## config.mk

```make
export PLATFORM = sky130hd
export DESIGN_NAME = down_timer
export DESIGN_NICKNAME = d
export VERILOG_FILES = /design/src/rtl/down_timer.sv
export SDC_FILE = /design/constraint.sdc
export NUM_CORES = 1
export LEC_CHECK = 0
export ABC_CLOCK_PERIOD_IN_PS = 2500
export BUFFER_PORTS_ARGS = -buffer_cell sky130_fd_sc_hd__buf_4
export CAP_MARGIN = 20
export CELL_PAD_IN_SITES_DETAIL_PLACEMENT = 0
export CELL_PAD_IN_SITES_GLOBAL_PLACEMENT = 1
export CORE_MARGIN = 5
export CORE_UTILIZATION = 41
export CTS_BUF_LIST = sky130_fd_sc_hd__clkbuf_16
export CTS_CLUSTER_DIAMETER = 80
export DETAILED_ROUTE_END_ITERATION = 7
export PLACE_DENSITY = 0.87
export SYNTH_ARGS = -nofsm -noshare
export SYNTH_HDL_FRONTEND = slang
export SYNTH_SLANG_ARGS = --single-unit
```

## constraint.sdc

```tcl
create_clock -name clk -period 2.5 [get_ports clk]
set_clock_uncertainty 0.15 [all_clocks]
set_input_delay 0.5 -clock clk [delete_from_list [all_inputs] [get_ports clk]]
set_output_delay 0.5 -clock clk [all_outputs]
set_load 0.01 [all_outputs]
```

## src/rtl/down_timer.sv

```systemverilog
// down_timer: programmable down-counting timer with a live prescaler,
// pause/resume, optional auto-reload and a one-cycle done pulse.
module down_timer #(
    parameter int unsigned WIDTH      = 8,
    parameter int unsigned PRESCALE_W = 4
) (
    input  logic                  clk,
    input  logic                  rst_n,
    input  logic                  load,
    input  logic [WIDTH-1:0]      load_val,
    input  logic                  start,
    input  logic                  stop,
    input  logic                  auto_reload,
    input  logic [PRESCALE_W-1:0] prescale,
    output logic [WIDTH-1:0]      count,
    output logic                  busy,
    output logic                  done
);

    typedef enum logic [1:0] {
        IDLE   = 2'd0,
        RUN    = 2'd1,
        PAUSED = 2'd2
    } state_t;

    state_t                state;
    logic [WIDTH-1:0]      reload_reg;
    logic [PRESCALE_W-1:0] pre_cnt;
    logic                  tick_c;

    // Prescaler terminal: >= so a prescale lowered mid-count still ticks promptly
    always_comb begin
        tick_c = 1'b0;
        if (pre_cnt >= prescale) begin
            tick_c = 1'b1;
        end
    end

    // Control state, counters and registered outputs; priority load > stop > start > tick
    always_ff @(posedge clk or negedge rst_n) begin
        if (!rst_n) begin
            state      <= IDLE;
            count      <= '0;
            reload_reg <= '0;
            pre_cnt    <= '0;
            busy       <= 1'b0;
            done       <= 1'b0;
        end else begin
            done <= 1'b0;
            if (load) begin
                reload_reg <= load_val;
                count      <= load_val;
                pre_cnt    <= '0;
                // Loading zero into an active timer cancels it silently
                if ((load_val == '0) && (state != IDLE)) begin
                    state <= IDLE;
                    busy  <= 1'b0;
                end
            end else if (stop) begin
                // stop shadows any simultaneous start
                if (state == RUN) begin
                    state <= PAUSED;
                end
            end else if (start && (state != RUN)) begin
                if (state == PAUSED) begin
                    // pre_cnt kept so the resumed period is exact
                    state <= RUN;
                end else if (count != '0) begin
                    state   <= RUN;
                    busy    <= 1'b1;
                    pre_cnt <= '0;
                end else begin
                    // Zero-length timeout
                    done <= 1'b1;
                end
            end else if (state == RUN) begin
                if (tick_c) begin
                    pre_cnt <= '0;
                    if (count > WIDTH'(1)) begin
                        count <= count - WIDTH'(1);
                    end else begin
                        done <= 1'b1;
                        if (auto_reload) begin
                            count <= reload_reg;
                        end else begin
                            count <= '0;
                            state <= IDLE;
                            busy  <= 1'b0;
                        end
                    end
                end else begin
                    pre_cnt <= pre_cnt + PRESCALE_W'(1);
                end
            end
        end
    end

endmodule

```

==> impl_metrics.yaml <==
power:
  cellLeakagePower_uw: 0.000905
  ir_drop_uv: 353
  power.total_uw: 1580
  p_per_area_nw_per_um2: 796
timing:
  min_period_ns: 2.16
  tns_ns: 0
  rsz0062_at_grt: "no"
  hold_viol: 0
  setup_slack_ns: 0.340
  finalMaxSlewViolations: 0
  worst_slew_pin_slew_ns: 0.559
  max_slew_margin_pct: 62.3
  fmax_ghz: 0.463
  setup_viol: 0
  min_period_over_period_pct: 86.4
grt:
  grt_pass1_wl_um: 7160
  antenna_found_initial: 0
  use_met1_pct: 24.1
  gr-usage-met3_pct: 2.62
  overflow: 0
  grt.total_usage_pct: 17.0
  grt_pass1_vias: 1493
  grt_max_degree: 28
  busiest_layer: "met2"
  grt_util_met2_pct: 26.7
drt:
  avgViaCountPerCell: 5.77
  num_vias: 1536
  wirelength_um: 4140
  wl_per_cell_um: 15.6
  first_iter_violations: 115
  ant_nets: 0
  drc: 0
  drt_pass1_iterations: 4
hold_path:
  hold_depth: 2
  hold_class: "reg2reg"
final_layout:
  syn_to_final_growth_pct: 22.1
  final_layout_size_suffix_gt1_share_pct: 20.2
  final_cells: 266
  diodes: 0
  final_area_um2: 1980
  fin_nets: 245
placed_design:
  place_ws_ns: 0.243
  port_buffers: 27
  dp_cells: 261
  post_dp_cell_area_um2: 1890
  place.gp.congestion: 0.965
  dp_hpwl_um: 3100
synth:
  synth_edf_count: 0
  synthArstFlopShare_pct: 100
  synth_warnings: 0
  synth_area_um2: 1620
  yosysTopAreaCell: "dfrtp_1"
  yosys.area.top_type_share_pct: 37.0
  synthTopCellsByArea: "dfrtp_1 (37%), ha_1 (6.2%), nand2_1 (4.9%)"
  synth_seq_cells: 24
  synth_fp_nets: 215
  yosysSeqAreaShare_pct: 37.0
  avgSynthCellArea_um2: 8.59
  netlist-cell-type-count: 54
  syn_inst: 189
  synth-main-ff-cell: "dfrtp_1"
die:
  die_y_um: 72.9
  rows: 22
  dieWidth_um: 72.9
  io-pin-count: 28
  fp.coreArea_um2: 3740
  start_util_pct: 43.3
  dieArea_um2: 5320
clock_network:
  insertion_delay_ns: 0.26
  holdBufCountCts: 1
  clk_root_buffer_cell: "clkbuf_16"
  path_clk_slew_ns: 0.06
  cts_sinks: 24
  post_cts_buffers: 0
  clock_path_buffers: 2
  post_cts_resized: 0
  cts_buffers: 3
  cts_tree: "built"
  htreeDepth: 1
setup_path:
  cp-endpoint: "count[3]"
  cp-startpoint: "count[0]"
  worstPathRequired_ns: 2.53
  crit_path_end_kind: "flip-flop"
  r2r-end: "count[3]"
  rr_startpoint: "count[0]"
  cp.arrival_ns: 2.19
  reg2regPathDepth: 6
  cp-start-kind: "flip-flop"
  worst-setup-path-type: "reg2reg"
  ff2ff_setup_slack_ns: 0.34
  worstPathMaxFanout: 7
outcome:
  status: "finished clean"
flow_run:
  maxCapViolations: 0
==> logic make-up (layout without fill, tap and decap cells) <==
family / after synthesis / in the layout / share of synthesized area [%]
compound gates: 62 / 62 / 27.1
fa+ha+maj: 8 / 8 / 6.17
buf+inv: 26 / 55 / 6.24
simple gates: 67 / 67 / 22.1
mux: 2 / 2 / 1.39
flops: 24 / 24 / 37.0
==> worst min path at each step <==
| stage | start | to |
|---|---|---|
| 2_1_floorplan | rst_n | busy |
| 3_3_place_gp | rst_n | reload_reg[0] |
| 3_5_place_dp | rst_n | reload_reg[0] |
| 4_1_cts | load_val[3] | reload_reg[3] |
| 5_1_grt | load_val[3] | reload_reg[3] |
| 6_report | reload_reg[2] | reload_reg[2] |
==> power by group <==
part | internal (µW) | switching (µW)
Clock | 214 | 140
Combinational | 287 | 350
Sequential | 470 | 116
==> layer usage <==
metal	wire, µm	vias to the layer above
met5	0	-
met2	1910	41
li1	-	763
met1	1950	727
met3	232	5
met4	49	0
==> cells in the final DEF (no fill, tap or decap), types with 2 or more instances in the layout <==
master | Yosys | routed
buf_4 | 0 | 33
dfrtp_1 | 24 | 24
nand2_1 | 21 | 21
inv_1 | 17 | 17
o21ai_0 | 10 | 10
nor2_1 | 9 | 9
a21oi_1 | 8 | 8
ha_1 | 8 | 8
nand2b_1 | 7 | 7
a211oi_1 | 4 | 4
a31oi_1 | 4 | 4
nand3_1 | 4 | 4
or3_1 | 3 | 3
o41ai_1 | 3 | 3
o22ai_1 | 3 | 3
nor4_1 | 3 | 3
nor2b_1 | 3 | 3
o211ai_1 | 3 | 3
o221ai_1 | 3 | 3
clkbuf_16 | 0 | 3
nor3_1 | 2 | 2
nand4_1 | 2 | 2
nor4b_1 | 2 | 2
o31ai_1 | 2 | 2
or2_2 | 2 | 2
o21ai_1 | 2 | 2
or4_1 | 2 | 2
o31a_1 | 2 | 2
mux2_2 | 2 | 2
a21o_1 | 2 | 2
==> cell usage after synthesis (all sizes together), types with 2 or more instances <==
library cell   n
nand2         21
or2            2
nand2b         7
nor2b          4
or3            3
o211ai         3
inv           17
o311ai         2
nor4           3
buf            4
a211oi         4
o31ai          2
nor4b          2
o221ai         3
dfrtp         24
ha             8
o22ai          3
a21o           2
nor3           3
o21ai         12
a21oi          8
nand3          4
nor2           9
o41ai          3
mux2           2
nand4          2
or4            2
clkbuf         5
a31oi          4
o31a           2
==> final cells by class <==
| type | instances | area (µm²) |
|---|---|---|
| Clock buffer | 3 | 75.1 |
| Clock inverter | 1 | 3.75 |
| Fill cell | 387 | 1760 |
| Inverter | 17 | 63.8 |
| Multi-Input combinational cell | 139 | 921 |
| Sequential cell | 24 | 601 |
| Tap cell | 48 | 60.1 |
| Timing Repair Buffer | 34 | 258 |
==> per-stage QoR <==
stage               util [%]  hold WS (ns)
finish                  52.9         0.326
global route            52.9         0.333
CTS                     52.9         0.325
detailed placement      50.6         0.271
global placement        50.6         0.267
floorplan                  -        0.0544
==> worst max-delay path: stages, from the launching register on <==
cell and delay, ns:
dfrtp_1 0.45, inv_1 0.12, ha_1 0.26, or2_2 0.35, a31oi_1 0.43, a211oi_1 0.15, o22ai_1 0.17
Power figures use the tool's default switching activity.
